## config.mk

```make
export PLATFORM = sky130hd
export DESIGN_NAME = clk_rate_ctrl_flat
export DESIGN_NICKNAME = d
export VERILOG_FILES = /design/src/rtl/clk_rate_ctrl_if.sv /design/src/rtl/clk_rate_ctrl.sv /design/src/flat_wrapper.sv
export SDC_FILE = /design/constraint.sdc
export NUM_CORES = 1
export LEC_CHECK = 0
export CORE_UTILIZATION = 45
export DETAILED_ROUTE_END_ITERATION = 12
export GPL_ROUTABILITY_DRIVEN = 0
export MAX_ROUTING_LAYER = met4
export SLEW_MARGIN = 30
export SYNTH_ARGS = -nofsm -noshare
export SYNTH_HDL_FRONTEND = slang
export SYNTH_SLANG_ARGS = --single-unit
```

## constraint.sdc

```tcl
create_clock -name clk_in -period 3 [get_ports clk_in]
set_input_delay 0.6 -clock clk_in [delete_from_list [all_inputs] [get_ports clk_in]]
set_output_delay 0.6 -clock clk_in [all_outputs]
set_load 0.03 [all_outputs]
```

## src/rtl/clk_rate_ctrl_if.sv

```systemverilog
// rtl/clk_rate_ctrl_if.sv - control and status bundle for clk_rate_ctrl
interface clk_rate_ctrl_if;
   logic       run;
   logic       btn_up;
   logic       btn_down;
   logic       clk_out;
   logic       tick;
   logic [2:0] rate;
   logic       pending;

   modport master (
      output run, btn_up, btn_down,
      input  clk_out, tick, rate, pending
   );

   modport slave (
      input  run, btn_up, btn_down,
      output clk_out, tick, rate, pending
   );
endinterface

```

## src/rtl/clk_rate_ctrl.sv

```systemverilog
// rtl/clk_rate_ctrl.sv - button-driven saturating rate level and glitch-free clock divider
// Optional macro CLK_RATE_CTRL_BTN_SYNC_EN adds a 2-flop synchronizer per button.
module clk_rate_ctrl #(
   parameter int CNT_W     = 24,
   parameter int BASE_HALF = 1000,
   parameter int RATE_MAX  = 7,
   parameter int RATE_INIT = 0
) (
   input  logic          clk_in,
   input  logic          reset,
   clk_rate_ctrl_if.slave bus
);
   localparam logic [2:0] RATE_MAX3  = 3'(RATE_MAX);
   localparam logic [2:0] RATE_INIT3 = 3'(RATE_INIT);

   logic             up_s, dn_s;
   logic             up_q, up_d, dn_q, dn_d;
   logic [CNT_W-1:0] cnt_q, cnt_d;
   logic             clk_out_q, clk_out_d;
   logic             tick_q, tick_d;
   logic [2:0]       rate_q, rate_d;
   logic [2:0]       pend_rate_q, pend_rate_d;
   logic             pending_q, pending_d;

   logic [CNT_W-1:0] half_m1;
   logic             at_end, apply, up_press, dn_press;
   logic [2:0]       base, inc, dec;

`ifdef CLK_RATE_CTRL_BTN_SYNC_EN
   logic [1:0] up_sync_q, up_sync_d, dn_sync_q, dn_sync_d;

   always_comb begin
      up_sync_d = {up_sync_q[0], bus.btn_up};
      dn_sync_d = {dn_sync_q[0], bus.btn_down};
   end

   always_ff @(posedge clk_in) begin
      if (!reset) begin
         up_sync_q <= 2'b00;
         dn_sync_q <= 2'b00;
      end else begin
         up_sync_q <= up_sync_d;
         dn_sync_q <= dn_sync_d;
      end
   end

   assign up_s = up_sync_q[1];
   assign dn_s = dn_sync_q[1];
`else
   assign up_s = bus.btn_up;
   assign dn_s = bus.btn_down;
`endif

   always_comb begin
      // H may equal 2^CNT_W; it wraps to 0 and H-1 becomes all ones, which is still correct
      half_m1  = (CNT_W'(BASE_HALF) << rate_q) - CNT_W'(1);
      at_end   = bus.run & (cnt_q == half_m1);
      apply    = pending_q & (at_end | ~bus.run);
      up_press = up_s & ~up_q;
      dn_press = dn_s & ~dn_q;
      up_d     = up_s;
      dn_d     = dn_s;

      base = pending_q ? pend_rate_q : rate_q;
      inc  = (base >= RATE_MAX3) ? RATE_MAX3 : base + 3'd1;
      dec  = (base == 3'd0) ? 3'd0 : base - 3'd1;

      cnt_d     = cnt_q;
      clk_out_d = clk_out_q;
      tick_d    = 1'b0;
      if (bus.run) begin
         if (at_end) begin
            cnt_d     = '0;
            clk_out_d = ~clk_out_q;
            tick_d    = ~clk_out_q;
         end else begin
            cnt_d = cnt_q + CNT_W'(1);
         end
      end else if (pending_q) begin
         cnt_d = '0;
      end

      // a press on the apply edge is compared against the rate being applied now
      rate_d      = apply ? pend_rate_q : rate_q;
      pend_rate_d = pend_rate_q;
      pending_d   = pending_q & ~apply;
      if (up_press ^ dn_press) begin
         pend_rate_d = up_press ? inc : dec;
         pending_d   = (pend_rate_d != rate_d);
      end
   end

   always_ff @(posedge clk_in) begin
      if (!reset) begin
         up_q        <= 1'b0;
         dn_q        <= 1'b0;
         cnt_q       <= '0;
         clk_out_q   <= 1'b0;
         tick_q      <= 1'b0;
         rate_q      <= RATE_INIT3;
         pend_rate_q <= RATE_INIT3;
         pending_q   <= 1'b0;
      end else begin
         up_q        <= up_d;
         dn_q        <= dn_d;
         cnt_q       <= cnt_d;
         clk_out_q   <= clk_out_d;
         tick_q      <= tick_d;
         rate_q      <= rate_d;
         pend_rate_q <= pend_rate_d;
         pending_q   <= pending_d;
      end
   end

   assign bus.clk_out = clk_out_q;
   assign bus.tick    = tick_q;
   assign bus.rate    = rate_q;
   assign bus.pending = pending_q;
endmodule

```

## src/flat_wrapper.sv

```systemverilog
// flat-port wrapper written by rule: the top's interface ports become plain ports
module clk_rate_ctrl_flat 
#(
   parameter int CNT_W     = 24,
   parameter int BASE_HALF = 1000,
   parameter int RATE_MAX  = 7,
   parameter int RATE_INIT = 0
)
  (clk_in, reset, bus_run, bus_btn_up, bus_btn_down, bus_clk_out, bus_tick, bus_rate, bus_pending);
  clk_rate_ctrl_if bus_i ();
  input  logic clk_in;
  input  logic reset;
  input wire logic [$bits(bus_i.run)-1:0] bus_run;
  input wire logic [$bits(bus_i.btn_up)-1:0] bus_btn_up;
  input wire logic [$bits(bus_i.btn_down)-1:0] bus_btn_down;
  output wire logic [$bits(bus_i.clk_out)-1:0] bus_clk_out;
  output wire logic [$bits(bus_i.tick)-1:0] bus_tick;
  output wire logic [$bits(bus_i.rate)-1:0] bus_rate;
  output wire logic [$bits(bus_i.pending)-1:0] bus_pending;
  assign bus_i.run = bus_run;
  assign bus_i.btn_up = bus_btn_up;
  assign bus_i.btn_down = bus_btn_down;
  assign bus_clk_out = bus_i.clk_out;
  assign bus_tick = bus_i.tick;
  assign bus_rate = bus_i.rate;
  assign bus_pending = bus_i.pending;
  clk_rate_ctrl #(.CNT_W(CNT_W), .BASE_HALF(BASE_HALF), .RATE_MAX(RATE_MAX), .RATE_INIT(RATE_INIT)) u_core (.clk_in(clk_in), .reset(reset), .bus(bus_i));
endmodule
```

==> qor.yml <==
run_status:
  status: "complete, no violations"
placed_design:
  port_buffers: 10
  placed_cells: 374
  dp.final_hpwl_um: 3830
logic_synthesis:
  ys_warn_count: 0
  synth-seq-cells: 35
  netlist_area_um2: 2410
  yosysMostFrequentCell: "dfxtp_1"
  synth_top_area_share_pct: 29.1
  synth_area_leader_cell: "dfxtp_1"
  async_reset_ff_share_pct: 0
  synth_commonest_cells: "35 x dfxtp_1, 29 x nor2_1, 28 x nand2_1"
  yosys-top-cells-area: "dfxtp_1 29%, nand3_1 4.6%, nor2_1 4.5%, nand2_1 4.4%, a21oi_1 3.1%"
  synth_nets: 323
  synth_seq_area_share_pct: 29.1
  synth_cell_types: 60
  ys.flop_type: "dfxtp_1"
  synth_area_per_cell_um2: 7.69
  netlist_instances: 313
  synth_edf_count: 0
global_route:
  antenna_found_initial: 0
  grt_pass1_vias: 1905
  grt_util_all_layers_pct: 22.7
  overflow: 0
  grt_max_degree: 25
  grt_pass1_wl_um: 9440
setup_path:
  critical_path.startpoint: "u_core.bus.rate[0]"
  path_max_fanout: 19
  reg2reg_from: "u_core.bus.rate[0]"
  end_kind: "flip-flop"
  r2r_cells: 9
  worstSetupPathType: "flip-flop to flip-flop"
  timing.rr.end: "u_core.bus.pending"
  critPathLaunchType: "flip-flop"
  r2r_setup_slack_ns: 0.41
  cp.required_ns: 3.18
  arrival_ns: 2.77
die:
  die_width_um: 75.1
  boundaryPins: 11
  core_um2: 5140
  rows: 26
  die_y_um: 75.1
  start_util_pct: 46.8
  die-area_um2: 5640
timing:
  finalCriticalPeriod_ns: 2.59
  tightest_slew_ns: 0.681
  drv_slew: 0
  setup_violations: 0
  slew_headroom_pct: 54.5
  rsz0062_at_grt: "false"
  final.setup.tns_ns: 0
  period_share_pct: 86.5
  fmax_ghz: 0.386
  hold_violations: 0
  fin_worst_skew_ns: 0.0126
cts:
  insertion_delay_ns: 0.29
  cts_buffers: 5
  numClockSinks: 35
  clockBufferDepth: 2
  cts.clk_slew.worst_paths_ns: 0.08
  cts_setup_buffers: 0
  cts-root-buf: "clkbuf_8"
  cts.htree.levels: 2
  cts_tree: "done"
  hold_buffers: 0
  cts_resized: 0
detailed_routing:
  ant_nets: 0
  viasPerCell: 5.78
  drc: 0
  first_pass_iters: 4
  vias: 2209
  wl_per_cell_um: 14.4
  drt_iter0_drc: 206
  detail_route.wirelength_um: 5510
power:
  p_leak_uw: 0.000976
  p_total_uw: 1090
  ir_drop_mv: 0.300
  power.density_nw_per_um2: 411
cells_and_area:
  register_area_um2: 701
  syn_to_final_growth_pct: 10.4
  stdcell_count: 382
  fill_cells: 512
  antenna_cells: 0
  nets: 321
  multiInputGateArea_um2: 1530
  layout-drive-gt1-share_pct: 9.29
min_path:
  hold_depth: 1
  hold_class: "flip-flop to flip-flop"
  hold_path_end: "u_core.bus.tick"
  hold_start: "u_core.bus.clk_out"
run:
  maxCapViolations: 0
-- layout by cell type (no fill, tap or decap), drive strengths merged, types with 4 or more instances in the layout --
cell type	instances
nand3	22
o221a	4
or3	4
inv	9
xor2	7
a21oi	15
a31oi	7
o21ai	8
nand4	9
clkdlybuf4s50	10
nand4b	4
nor2b	4
and3	8
nor3	11
o211ai	4
ha	5
xnor2	8
clkbuf	5
and2	8
buf	11
mux2i	4
dfxtp	35
nor2	29
nor4	4
nand2	29
-- state kept, by name, summed over array words and instances (netlist names) --
signal and flops:
u_core.pend_rate_q 3, u_core.bus.clk_out 1, u_core.bus.rate 3, u_core.cnt_q 24, u_core.bus.tick 1, u_core.bus.pending 1, u_core.up_q 1, u_core.dn_q 1
-- routing by layer --
metal  wire, um  global-route usage, %
met3        284                   3.61
met4         69                   5.66
met1       2670                   31.8
met2       2490                   33.8
met5          0                      -
-- layout make-up --
class	count	area share (%)
Multi-Input combinational cell	239	57.5
Sequential cell	35	26.4
Timing Repair Buffer	21	7.35
Tap cell	70	3.30
Clock buffer	5	2.59
Clock inverter	3	1.65
Inverter	9	1.27
-- critical path, stage by stage, from the launching register on --
cell and delay [ns]:
dfxtp_1 0.53, mux2i_1 0.32, inv_1 0.09, ha_1 0.21
ha_1 0.21, a311o_1 0.31, a21oi_1 0.31, xnor2_1 0.10
nor4_1 0.28, o21ai_1 0.11
-- how the worst max path moves through the flow --
stage | endpoint | slack, ns
after floorplan | u_core.bus.pending | 0.02
after global placement | u_core.bus.pending | 0.43
after detailed placement | u_core.bus.pending | 0.42
after CTS | u_core.bus.pending | 0.40
after global routing | u_core.bus.pending | 0.23
final | u_core.bus.pending | 0.41
-- cell families after synthesis --
family / share of synthesized area [%]
simple gates: 31.6
compound gates: 22.2
buf+inv: 7.44
flops: 29.1
xor+xnor: 5.46
fa+ha+maj: 2.60
mux: 1.66
-- where the power goes --
| part | switching [uW] | total [uW] | internal, uW |
|---|---|---|---|
| clock | 183 | 430 | 247 |
| combinational | 98.6 | 168 | 69.8 |
| sequential | 17.5 | 493 | 475 |
-- stage by stage --
stage,setup WS [ns],utilization [%],area [um2],hold WS [ns]
finish,0.406,51.7,2660,0.470
global route,0.227,51.7,2660,0.503
CTS,0.396,51.7,2660,0.476
detailed placement,0.419,49.5,2540,0.460
global placement,0.426,49.5,2540,0.452
floorplan,0.0198,-,2410,0.462
Power figures use the tool's default switching activity.
